`src/rtl/eq_pkg.sv`:
```
// Shared audio-path types and constants for the equalizer front end.
package eq_pkg;

  localparam int unsigned SMPL_BITS_DEF = 24;
  localparam int unsigned AUDIO_W       = 16;

  typedef logic signed [AUDIO_W-1:0] audio_t;

  typedef enum logic [1:0] {
    RESYNC,
    LEFT,
    RIGHT
  } i2s_state_t;

endpackage

```
`src/rtl/i2s_rx_frontend_sync_edge.sv`:
```
// Multi-flop synchronizer for one asynchronous input, with a 0->1 pulse
// derived from the synchronized level.
module sync_edge #(
  parameter int unsigned STAGES = 3
) (
  input  logic clk,
  input  logic rst_n,
  input  logic d_in,
  output logic level,
  output logic rise_c
);

  logic [STAGES-1:0] sync_q, sync_d;
  logic              prev_q, prev_d;

  always_comb begin
    sync_d = {sync_q[STAGES-2:0], d_in};
    prev_d = sync_q[STAGES-1];
  end

  always_ff @(posedge clk or negedge rst_n) begin
    if (!rst_n) begin
      sync_q <= '0;
      prev_q <= 1'b0;
    end else begin
      sync_q <= sync_d;
      prev_q <= prev_d;
    end
  end

  assign level  = sync_q[STAGES-1];
  assign rise_c = sync_q[STAGES-1] & ~prev_q;

endmodule

```
`src/rtl/i2s_rx_frontend.sv`:
```
// I2S receiver: synchronizes the codec stream, tracks slot alignment and
// emits truncated stereo samples with a one-cycle valid strobe.
module i2s_rx_frontend
  import eq_pkg::*;
#(
  parameter int unsigned SMPL_BITS   = SMPL_BITS_DEF,
  parameter int unsigned OUT_BITS    = AUDIO_W,
  parameter int unsigned SYNC_STAGES = 3
) (
  input  logic                       clk,
  input  logic                       rst_n,
  input  logic                       I2S_sclk,
  input  logic                       I2S_ws,
  input  logic                       I2S_data,
  output logic signed [OUT_BITS-1:0] lft_out,
  output logic signed [OUT_BITS-1:0] rht_out,
  output logic                       valid
);

  localparam int unsigned CNT_W = $clog2(SMPL_BITS + 1);
  localparam logic [CNT_W-1:0] CNT_FULL = CNT_W'(SMPL_BITS);
  localparam logic [CNT_W-1:0] CNT_LAST = CNT_W'(SMPL_BITS - 1);

  logic sclk_lvl, sclk_rise_c;
  logic ws_s, ws_edge_unused_c;
  logic data_s, data_edge_unused_c;
  logic unused_sync;

  sync_edge #(.STAGES(SYNC_STAGES)) u_sync_sclk (
    .clk(clk), .rst_n(rst_n), .d_in(I2S_sclk), .level(sclk_lvl), .rise_c(sclk_rise_c)
  );
  sync_edge #(.STAGES(SYNC_STAGES)) u_sync_ws (
    .clk(clk), .rst_n(rst_n), .d_in(I2S_ws), .level(ws_s), .rise_c(ws_edge_unused_c)
  );
  sync_edge #(.STAGES(SYNC_STAGES)) u_sync_data (
    .clk(clk), .rst_n(rst_n), .d_in(I2S_data), .level(data_s), .rise_c(data_edge_unused_c)
  );

  assign unused_sync = sclk_lvl ^ ws_edge_unused_c ^ data_edge_unused_c;

  i2s_state_t                  state_q, state_d;
  logic [CNT_W-1:0]            cnt_q, cnt_d;
  logic                        ws_prev_q, ws_prev_d;
  logic [SMPL_BITS-1:0]        lft_shift_q, lft_shift_d;
  logic [OUT_BITS-1:0]         lft_hold_q, lft_hold_d;
  logic [SMPL_BITS-2:0]        rht_shift_q, rht_shift_d;
  logic signed [OUT_BITS-1:0]  lft_out_q, lft_out_d;
  logic signed [OUT_BITS-1:0]  rht_out_q, rht_out_d;
  logic                        valid_q, valid_d;

  logic                        ws_fall_c, ws_rise_c, cnt_full_c;
  logic [SMPL_BITS-1:0]        rht_next_c;

  assign ws_fall_c  = ws_prev_q & ~ws_s;
  assign ws_rise_c  = ~ws_prev_q & ws_s;
  assign cnt_full_c = (cnt_q == CNT_FULL);
  // Right word including the bit arriving on this rise, so output needs no extra cycle
  assign rht_next_c = {rht_shift_q, data_s};

  always_comb begin
    state_d     = state_q;
    cnt_d       = cnt_q;
    ws_prev_d   = ws_prev_q;
    lft_shift_d = lft_shift_q;
    lft_hold_d  = lft_hold_q;
    rht_shift_d = rht_shift_q;
    lft_out_d   = lft_out_q;
    rht_out_d   = rht_out_q;
    valid_d     = 1'b0;

    if (sclk_rise_c) begin
      ws_prev_d = ws_s;
      unique case (state_q)
        RESYNC: begin
          if (ws_fall_c) begin
            state_d = LEFT;
            cnt_d   = '0;
          end
        end
        LEFT: begin
          if (ws_rise_c) begin
            if (cnt_full_c) begin
              state_d    = RIGHT;
              cnt_d      = '0;
              lft_hold_d = lft_shift_q[SMPL_BITS-1 -: OUT_BITS];
            end else begin
              state_d = RESYNC;
            end
          end else if (ws_fall_c) begin
            state_d = RESYNC;
          end else if (!cnt_full_c) begin
            lft_shift_d = {lft_shift_q[SMPL_BITS-2:0], data_s};
            cnt_d       = cnt_q + CNT_W'(1);
          end
        end
        RIGHT: begin
          if (ws_fall_c) begin
            if (cnt_full_c) begin
              state_d = LEFT;
              cnt_d   = '0;
            end else begin
              state_d = RESYNC;
            end
          end else if (ws_rise_c) begin
            state_d = RESYNC;
          end else if (!cnt_full_c) begin
            rht_shift_d = rht_next_c[SMPL_BITS-2:0];
            cnt_d       = cnt_q + CNT_W'(1);
            if (cnt_q == CNT_LAST) begin
              valid_d   = 1'b1;
              lft_out_d = lft_hold_q;
              rht_out_d = rht_next_c[SMPL_BITS-1 -: OUT_BITS];
            end
          end
        end
        default: state_d = RESYNC;
      endcase
    end
  end

  always_ff @(posedge clk or negedge rst_n) begin
    if (!rst_n) begin
      state_q     <= RESYNC;
      cnt_q       <= '0;
      ws_prev_q   <= 1'b0;
      lft_shift_q <= '0;
      lft_hold_q  <= '0;
      rht_shift_q <= '0;
      lft_out_q   <= '0;
      rht_out_q   <= '0;
      valid_q     <= 1'b0;
    end else begin
      state_q     <= state_d;
      cnt_q       <= cnt_d;
      ws_prev_q   <= ws_prev_d;
      lft_shift_q <= lft_shift_d;
      lft_hold_q  <= lft_hold_d;
      rht_shift_q <= rht_shift_d;
      lft_out_q   <= lft_out_d;
      rht_out_q   <= rht_out_d;
      valid_q     <= valid_d;
    end
  end

  assign lft_out = lft_out_q;
  assign rht_out = rht_out_q;
  assign valid   = valid_q;

endmodule

```
`config.mk`:
```
export PLATFORM = sky130hd
export DESIGN_NAME = i2s_rx_frontend
export DESIGN_NICKNAME = d
export VERILOG_FILES = /design/src/rtl/eq_pkg.sv /design/src/rtl/i2s_rx_frontend_sync_edge.sv /design/src/rtl/i2s_rx_frontend.sv
export SDC_FILE = /design/constraint.sdc
export NUM_CORES = 1
export LEC_CHECK = 0
export CORE_UTILIZATION = 25
export DETAILED_ROUTE_END_ITERATION = 8
export DONT_BUFFER_PORTS = 1
export PLACE_DENSITY = 0.44
export SYNTH_ARGS = -nofsm -noshare
export SYNTH_HDL_FRONTEND = slang
export SYNTH_SLANG_ARGS = --single-unit
```
`constraint.sdc`:
```
create_clock -name clk -period 4.6 [get_ports clk]
set_input_delay 0.92 -clock clk [delete_from_list [all_inputs] [get_ports clk]]
set_output_delay 0.92 -clock clk [all_outputs]
set_load 0.02 [all_outputs]
```
==> impl_metrics.csv, run 1 <==
group,metric,value,unit
route,routed_via_density,4.21,
setup_path,start_kind,"flop",
pwr,leakage,2.71,nW
global_route,grt_max_degree,115,
route,wirelength,7840,µm
global_route,grtUsageTotal,0.0931,
cts,cts_tree,"yes",
setup_path,worstPathMaxFanout,33,
sta,hold_viol_final,0,
sta,period_share,0.699,
sta,skew,0.00896,ns
setup_path,r2r_start,"ws_prev_q",
route,firstDrtPassIters,6,
placed_design,port_buffers,0,
yosys,yosysWarnings,0,
cts,post-cts-setup-buffers,0,
global_route,grt_pass1_vias,2568,
placed_design,hpwl,4760,µm
pwr,power-per-cell-area,451,nW/µm²
pwr,power.share.clock,0.490,
yosys,synth_edf_count,0,
cells_and_area,antenna_cells,0,
yosys,yosysMostFrequentCell,"dfrtp_1",
status,status,"complete, but fails checks",
setup_path,cp_data_required_time,4.88,ns
cells_and_area,stdcell_area,5430,µm²
global_route,overflow,0,
pwr,p_seq_frac,0.437,
yosys,synth_top_area_share,0.614,
cells_and_area,syn_to_final_growth,16.9,%
pwr,switching_share,0.219,
route,drcViolationCount,7,
sta,tightestPinTransition,1.11,ns
cells_and_area,fillers,1767,
yosys,async_flop_share,1.00,
sta,maxSlewHeadroom,0.259,
yosys,synthDistinctLibCells,37,
yosys,synthCells,297,
cts,htreeDepth,4,
sta,setup_viol,0,
cells_and_area,drive_above_1_share,0.409,
floorplanning,die_w,138,µm
sta,slew_viol_final,0,
floorplanning,io_pins,38,
placed_design,place_congestion,0.764,
sta,rsz0062_at_grt,"no",
cts,max-clock-path-buffers,2,
yosys,syn_area_per_cell,15.6,µm²
hold_path,min_path_type,"input port to asynchronous set/reset pin",
pwr,pwr-share-comb,0.073,
yosys,synthesis.nets,311,
setup_path,ff2ff_setup_slack,1.38,ns
yosys,yosysTopAreaCell,"dfrtp_1",
setup_path,worstRegToRegCells,7,
cts,cts_hold_buffers,0,
setup_path,critPathArrivalTime,3.50,ns
cts,clock_sinks,114,
cells_and_area,multiInputGateArea,1680,µm²
route,routedWlPerCell,14.3,µm
global_route,antenna_found_initial,0,
cells_and_area,seq_area,2850,µm²
route,drt_iter0_drc,99,
sta,setup_tns,0,ns
cells_and_area,nets,321,
placed_design,post_dp_cell_area,4880,µm²
yosys,synth_sequential_area_ratio,0.614,
route,vias,2312,
yosys,synth_seq_cells,114,
floorplanning,rows,49,
flow_run,cap_violations,0,
sta,min_period,3.22,ns
yosys,ys.flop_type,"dfrtp_1",
sta,hold_slack,0.226,ns
cts,root_buffer,"clkbuf_16",
yosys,synth_common_cells,"114 x dfrtp_1, 69 x mux2_2, 29 x mux2_4, 9 x ha_1, 9 x inv_1",
yosys,syn_area,4640,µm²
cts,cts_buffers,17,
pwr,peakVddDrop,0.000222,V
cts,ctsResizeCount,0,
status,violations,"DRC",
cts,clk_pin_slew,0.05,ns
global_route,grt_pass1_wl,13600,µm
floorplanning,core,18100,µm²
setup_path,end_kind,"flop",
setup_path,worstSetupPathType,"flop to flop",
floorplanning,start_util,0.257,
cts,clk_latency,0.40,ns
pwr,p_int,1.91,mW
route,antenna_left,0,
floorplanning,die_area,19100,µm²
yosys,yosys-top-cells-area,"dfrtp_1 61%, mux2_2 17%, mux2_4 9.4%",
pwr,p_sw,537,µW
sta,fmax,0.311,GHz
setup_path,rr_endpoint,"lft_out[8]",
floorplanning,die_h,138,µm
-- power groups by stage --
stage	clock (mW)	sequential [mW]	combinational [mW]
finish	1.20	1.07	0.178
global route	1.29	1.08	0.206
global placement	0	1.09	0.173
CTS	1.24	1.07	0.179
floorplan	0	1.08	0.143
detailed placement	0	1.09	0.179
-- worst max-delay path, stage by stage, from the launching register on --
cell and delay (ns):
dfrtp_1 0.36, inv_1 0.05, ha_1 0.30, nor4b_4 0.36, nand3_2 0.10, buf_4 0.24, or4_2 1.17, mux2_4 0.48
-- state kept, by name, summed over array words and instances (netlist names) --
register	cells
cnt_q	5
valid	1
lft_out	16
rht_shift_q	23
u_sync_sclk.sync_q	3
u_sync_ws.sync_q	3
ws_prev_q	1
u_sync_sclk.prev_q	1
rht_out	16
lft_hold_q	16
state_q	2
u_sync_data.sync_q	3
lft_shift_q	24
-- area by class of cell --
cell class | count | share of cell area
Timing Repair Buffer | 3 | 0.00415
Multi-Input combinational cell | 161 | 0.310
Clock inverter | 4 | 0.00899
Sequential cell | 114 | 0.525
Tap cell | 229 | 0.0528
Inverter | 10 | 0.00714
Clock buffer | 28 | 0.0915
-- kinds of logic (layout without fill, tap and decap cells) --
kind of cell,count (synthesis),in the layout,synth area share
fa+ha+maj,9,9,0.0242
xor+xnor,2,2,0.00377
flops,114,114,0.614
simple gates,30,30,0.0399
compound gates,21,21,0.0310
mux,99,99,0.263
buf+inv,22,45,0.0237
-- how the worst max path moves through the flow --
| stage | startpoint | to | slack [ns] | cells after the start |
|---|---|---|---|---|
| 2_1_floorplan | ws_prev_q | lft_out[0] | 2.26 | 8 |
| 3_3_place_gp | ws_prev_q | rht_out[13] | 1.41 | 7 |
| 3_5_place_dp | ws_prev_q | lft_out[0] | 1.35 | 7 |
| 4_1_cts | ws_prev_q | lft_out[14] | 1.32 | 7 |
| 5_1_grt | ws_prev_q | rht_out[13] | 1.21 | 7 |
| 6_report | ws_prev_q | lft_out[8] | 1.38 | 7 |
-- through the flow --
| step | setup slack, ns | util | power, mW | cells |
|---|---|---|---|---|
| 2_1_floorplan | 2.26 | - | 1.22 | 297 |
| 3_3_place_gp | 1.41 | 0.270 | 1.26 | 517 |
| 3_5_place_dp | 1.35 | 0.270 | 1.27 | 517 |
| 4_1_cts | 1.32 | 0.300 | 2.49 | 549 |
| 5_1_grt | 1.21 | 0.300 | 2.57 | 549 |
| 6_report | 1.38 | 0.300 | 2.45 | 549 |
-- per-layer routing --
metal | up-vias | GRT usage | part of all wire
li1 | 1067 | - | -
met1 | 1194 | 0.113 | 0.46
met3 | 11 | 0.0412 | 0.053
met2 | 40 | 0.138 | 0.47
met4 | 0 | 0.0526 | 0.015
met5 | - | 0 | 0
-- layout by cell type (no fill, tap or decap), types with 2 or more instances in the layout --
master     instances
a22oi_1            2
nand2b_1           4
clkinv_2           3
mux2_4            29
ha_1               9
a31oi_1            2
a21oi_1            2
clkbuf_1           8
mux2_2            69
inv_1              9
buf_4              3
o21ai_0            5
clkbuf_8           3
clkbuf_16         17
nor2_1             4
a22o_1             3
a21boi_0           2
nand3_1            4
dfrtp_1          114
nand2_1            7
xnor2_1            2
(Power assumes the default switching activity.)
==> run 2, diff against run 1 <==
==> constraint.sdc (replaced) <==
create_clock -name clk -period 3.4 [get_ports clk]
set_input_delay 0.68 -clock clk [delete_from_list [all_inputs] [get_ports clk]]
set_output_delay 0.68 -clock clk [all_outputs]
set_load 0.02 [all_outputs]
==> run 2 against run 1 <==
Compared with the run above:
- the flow still finishes with violations (DRC)
- clock skew is essentially flat
- wire length increased by 1.9%
- setup slack worse by 0.79 ns
- die area stayed put
- register-to-register slack worse by 0.79 ns
- sequential share of layout area is 0.95 points lower
- highest routed layer unchanged
==> impl_metrics.csv, run 2 (same netlist as run 1, synthesis figures left out) <==
group,metric,value,unit
status,status,"complete, but fails checks",
status,violations,"DRC",
global_route,grtUsageTotal,0.0943,
cells_and_area,utilization,0.306,
sta,setup_viol,0,
route,drcViolationCount,6,
cts,post-cts-setup-buffers,0,
global_route,antenna_found_initial,0,
setup_path,end_kind,"flop",
route,routedWlPerCell,14.5,µm
route,wirelength,8000,µm
cts,htreeDepth,4,
route,antenna_left,0,
floorplanning,die_w,138,µm
setup_path,critPathArrivalTime,3.09,ns
cells_and_area,drive_above_1_share,0.436,
cts,ctsResizeCount,0,
sta,maxSlewHeadroom,0.528,
setup_path,worstPathMaxFanout,24,
sta,slew_viol_final,0,
cts,cts_buffers,17,
sta,min_period,2.81,ns
cells_and_area,multiInputGateArea,1680,µm²
floorplanning,io_pins,38,
route,vias,2336,
global_route,grt_pass1_vias,2523,
cts,clk_latency,0.41,ns
route,drt_iter0_drc,114,
flow_run,cap_violations,0,
placed_design,post-place-ws,0.619,ns
sta,timing.final.ws_setup,0.594,ns
cells_and_area,final_common_cell,"dfrtp_1",
setup_path,crit_start,"ws_prev_q",
route,routed_via_density,4.25,
pwr,power-per-cell-area,630,nW/µm²
sta,fmax,0.356,GHz
floorplanning,start_util,0.257,
cells_and_area,antenna_cells,0,
setup_path,worstSetupPathType,"flop to flop",
sta,period_share,0.825,
cts,root_buffer,"clkbuf_16",
placed_design,hpwl,4700,µm
placed_design,port_buffers,0,
global_route,overflow,0,
floorplanning,core,18100,µm²
sta,skew,0.00887,ns
floorplanning,die_h,138,µm
cells_and_area,seq_area,2850,µm²
cells_and_area,top_register,"lft_shift_q",
cells_and_area,nets,323,
cells_and_area,syn_to_final_growth,19.0,%
cts,max-clock-path-buffers,2,
pwr,power,3.48,mW
cts,clock_sinks,114,
global_route,grt_pass1_wl,13700,µm
pwr,leakage,2.76,nW
hold_path,min_path_type,"input port to asynchronous set/reset pin",
floorplanning,die_area,19100,µm²
floorplanning,rows,49,
global_route,grt_max_degree,115,
cells_and_area,largestRegisters,"lft_shift_q x24, rht_shift_q x23",
route,firstDrtPassIters,8,
cts,cts_tree,"yes",
cells_and_area,fillers,1747,
cells_and_area,layout_common_cells,"114 x dfrtp_1, 69 x mux2_2, 29 x mux2_4",
setup_path,r2r_start,"ws_prev_q",
setup_path,cp_data_required_time,3.68,ns
cells_and_area,largest_reg_flops,24,
cts,clk_pin_slew,0.05,ns
sta,rsz0062_at_grt,"no",
sta,hold_viol_final,0,
sta,setup_tns,0,ns
sta,tightestPinTransition,0.701,ns
setup_path,start_kind,"flop",
placed_design,place_congestion,0.759,
pwr,peakVddDrop,0.000379,V
==> run 2: cell count changes in the layout (fill, tap and decap cells not counted), moves of 2 or more <==
| cell | delta |
|---|---|
| clkbuf_1 | -8 |
| clkinvlp_4 | +2 |
| clkbuf_8 | +2 |
| clkinv_2 | +2 |
==> run 2: path summary, 6_finish.rpt <==
path / to / slack (ns) / depth (start not counted)
hold reg to reg: u_sync_data.sync_q[1] / 0.35 / 0
min in group clk: u_sync_data.sync_q[0] / 0.30 / 0
max in group asynchronous: rht_shift_q[19] / 2.74 / 1
setup / recovery: lft_out[6] / 0.59 / 6
setup reg to reg: lft_out[6] / 0.59 / 6
hold / removal: u_sync_sclk.sync_q[1] / 0.21 / 1
==> run 2: stage by stage <==
| stage | instance area (µm²) | hold WS, ns | cells |
|---|---|---|---|
| floorplan | 4640 | 0.331 | 297 |
| global placement | 4900 | 0.338 | 518 |
| detailed placement | 4900 | 0.336 | 518 |
| CTS | 5530 | 0.252 | 550 |
| global route | 5530 | 0.238 | 550 |
| finish | 5530 | 0.212 | 550 |
==> run 2: layer usage <==
metal | part of all wire | vias to the layer above | track usage
li1 | - | 1084 | -
met1 | 0.48 | 1206 | 0.117
met2 | 0.46 | 36 | 0.137
met3 | 0.049 | 10 | 0.0430
met4 | 0.016 | 0 | 0.0497
met5 | 0 | - | 0
==> run 2: area by class of cell <==
type	instances	share of cell area
sequential	114	0.516
clock buffer	22	0.0894
multi-input combinational	161	0.304
inverter	10	0.00702
tap	229	0.0518
clock inverter	9	0.0188
timing repair buffer	5	0.0127
==> run 2: timing repair <==
action / CTS / global route
endpoints found under the setup margin: 0 / 0
endpoints found under the hold margin: 114 / 0
hold buffers: 1 / 0
==> run 2: power breakdown <==
part           total [mW]  switching [mW]  internal [mW]
logic               0.263           0.148          0.115
clock network        1.77           0.605           1.17
registers            1.45          0.0378           1.41
total                3.48           0.791           2.69
==> run 2: worst max-delay path: stages (launching register included) <==
cell and delay, ns:
dfrtp_1 0.39, ha_1 0.33, nor4b_4 0.36, nand3_2 0.12
or4_2 0.86, buf_12 0.27, mux2_4 0.32
==> run 3, diff against run 2 <==
--- a/config.mk
+++ b/config.mk
@@ -8,7 +8,7 @@
 export CORE_UTILIZATION = 25
 export DETAILED_ROUTE_END_ITERATION = 8
 export DONT_BUFFER_PORTS = 1
-export PLACE_DENSITY = 0.44
+export PLACE_DENSITY = 0.46
 export SYNTH_ARGS = -nofsm -noshare
 export SYNTH_HDL_FRONTEND = slang
 export SYNTH_SLANG_ARGS = --single-unit
==> constraint.sdc (replaced) <==
create_clock -name clk -period 2.4 [get_ports clk]
set_input_delay 0.48 -clock clk [delete_from_list [all_inputs] [get_ports clk]]
set_output_delay 0.48 -clock clk [all_outputs]
set_load 0.02 [all_outputs]
==> run 3 against run 2 <==
Compared with the run above:
- the run ends with DRC, hold timing left
- critical endpoint is now cnt_q[0]
- critical path type unchanged
- count of clock-buffer cells in the layout did not move
- highest routed layer unchanged
- clock power rose by 36%
- flip-flop and latch count did not move
- critical path depth rose by 4
- via count fell by 0.13%
- power rose by 38%
- setup slack got worse by 0.43 ns
- sequential share of layout area fell by 0.52 points
- largest power group unchanged
- combinational power rose by 44%
- hold slack got worse by 0.44 ns
==> impl_metrics.csv, run 3 (same netlist as run 1, synthesis figures left out) <==
group,metric,value,unit
status,status,"complete, but fails checks",
status,violations,"DRC, hold timing",
floorplanning,die_h,138,µm
pwr,power,4.82,mW
setup_path,worstSetupPathType,"flop to flop",
global_route,met3_usage,0.0419,
placed_design,hpwl,4640,µm
route,routedWlPerCell,14.1,µm
route,antenna_left,0,
cts,clk_latency,0.40,ns
cts,htreeDepth,4,
cells_and_area,syn_to_final_growth,20.3,%
cts,root_buffer,"clkbuf_16",
cells_and_area,drive_above_1_share,0.445,
cells_and_area,largestRegisters,"lft_shift_q x24, rht_shift_q x23",
global_route,overflow,0,
placed_design,post_dp_cell_area,4970,µm²
pwr,power-per-cell-area,862,nW/µm²
sta,min_period,2.24,ns
cells_and_area,stdcell_area,5590,µm²
cells_and_area,utilization,0.309,
setup_path,worstPathMaxFanout,9,
setup_path,r2r_start,"cnt_q[1]",
pwr,switching_share,0.233,
cts,max-clock-path-buffers,2,
global_route,grtUsageMet1,0.115,
setup_path,cp_data_required_time,2.69,ns
floorplanning,rows,49,
sta,tightestPinTransition,0.517,ns
global_route,grt_pass1_wl,13200,µm
route,drt_iter0_drc,54,
route,firstDrtPassIters,6,
hold_path,min_path_type,"input port to asynchronous set/reset pin",
sta,hold_viol_final,114,
cells_and_area,final_common_cell,"dfrtp_1",
cts,cts_tree,"yes",
route,wirelength,7850,µm
sta,rsz0062_at_grt,"no",
pwr,leakage,2.77,nW
cts,cts_buffers,17,
floorplanning,die_area,19100,µm²
setup_path,end_kind,"flop",
global_route,use_met2,0.133,
pwr,p_seq_frac,0.423,
pwr,p_int,3.69,mW
pwr,p_sw,1.12,mW
floorplanning,start_util,0.257,
placed_design,place_congestion,0.747,
flow_run,cap_violations,0,
setup_path,worstRegToRegCells,10,
cells_and_area,fillers,1774,
sta,slew_viol_final,0,
placed_design,place_inst,523,
cts,clock_sinks,114,
setup_path,critPathArrivalTime,2.52,ns
cells_and_area,nets,329,
cells_and_area,instances_no_fill,557,
pwr,power.share.clock,0.498,
floorplanning,core,18100,µm²
floorplanning,die_w,138,µm
sta,fmax,0.447,GHz
setup_path,rr_endpoint,"cnt_q[0]",
pwr,peakVddDrop,0.000440,V
placed_design,port_buffers,0,
sta,maxSlewHeadroom,0.652,
sta,period_share,0.933,
sta,skew,0.00688,ns
pwr,pwr-share-comb,0.079,
global_route,antenna_found_initial,0,
global_route,grt_pass1_vias,2453,
cells_and_area,top_register,"lft_shift_q",
global_route,grt_max_degree,115,
route,vias,2333,
global_route,grt_busiest_layer,"met2",
setup_path,ff2ff_setup_slack,0.16,ns
sta,hold_slack,-0.224,ns
cells_and_area,layout_common_cells,"114 x dfrtp_1, 69 x mux2_2, 29 x mux2_4",
setup_path,start_kind,"flop",
route,routed_via_density,4.19,
floorplanning,io_pins,38,
cts,clk_pin_slew,0.05,ns
global_route,grtUsageTotal,0.0907,
cells_and_area,antenna_cells,0,
cells_and_area,largest_reg_flops,24,
route,drcViolationCount,8,
sta,setup_viol,0,
## run 3: how the worst max path moves through the flow
stage | endpoint | from | slack (ns) | depth (start not counted)
after global routing | cnt_q[0] | cnt_q[1] | 0.03 | 10
after CTS | rht_out[11] | ws_prev_q | 0.01 | 7
after detailed placement | rht_out[9] | ws_prev_q | -0.02 | 7
after global placement | rht_out[13] | ws_prev_q | 0.02 | 7
final | cnt_q[0] | cnt_q[1] | 0.16 | 10
after floorplan | lft_out[0] | ws_prev_q | 0.06 | 8
## run 3: repair_timing
item | in CTS | in global routing
pin swaps | 0 | 2
gates cloned | 1 | 0
setup endpoints to repair | 32 | 18
gates resized for setup | 1 | 2
hold endpoints to repair | 114 | 114
buffers inserted | 0 | 1
## run 3: per-layer routing
metal / vias up / wire length [µm]
met5: - / 0
met2: 35 / 3630
met3: 7 / 441
met1: 1195 / 3710
li1: 1096 / -
met4: 0 / 72
## run 3: power groups by stage
stage               registers, mW  logic, mW  clock network (mW)
finish                       2.04      0.379                2.40
global route                 2.05      0.430                2.57
CTS                          2.04      0.379                2.47
detailed placement           2.07      0.376                   0
global placement             2.07      0.365                   0
floorplan                    2.07      0.275                   0
## run 3: per-stage QoR
| step | TNS [ns] | setup slack, ns |
|---|---|---|
| final | 0 | 0.161 |
| after global routing | 0 | 0.0280 |
| after CTS | 0 | 0.0108 |
| after detailed placement | -0.500 | -0.0243 |
| after global placement | 0 | 0.0159 |
| after floorplan | 0 | 0.0554 |
## run 3: area by class of cell
| type | instances | area (µm²) | area share |
|---|---|---|---|
| clock buffers | 22 | 474 | 0.0849 |
| clock inverters | 10 | 103 | 0.0184 |
| inverters | 10 | 38.8 | 0.00694 |
| multi-input cells | 161 | 1690 | 0.303 |
| flip-flops and latches | 114 | 2850 | 0.511 |
| well taps | 229 | 287 | 0.0513 |
| repair buffers | 11 | 140 | 0.0251 |
## run 3: critical path: stages (launching register included)
cell	delay [ns]
dfrtp_1	0.40
inv_1	0.08
ha_1	0.16
and4b_1	0.24
clkinv_2	0.07
buf_4	0.18
ha_1	0.29
mux2_2	0.27
a22oi_2	0.18
nor2_1	0.05
a22o_1	0.19
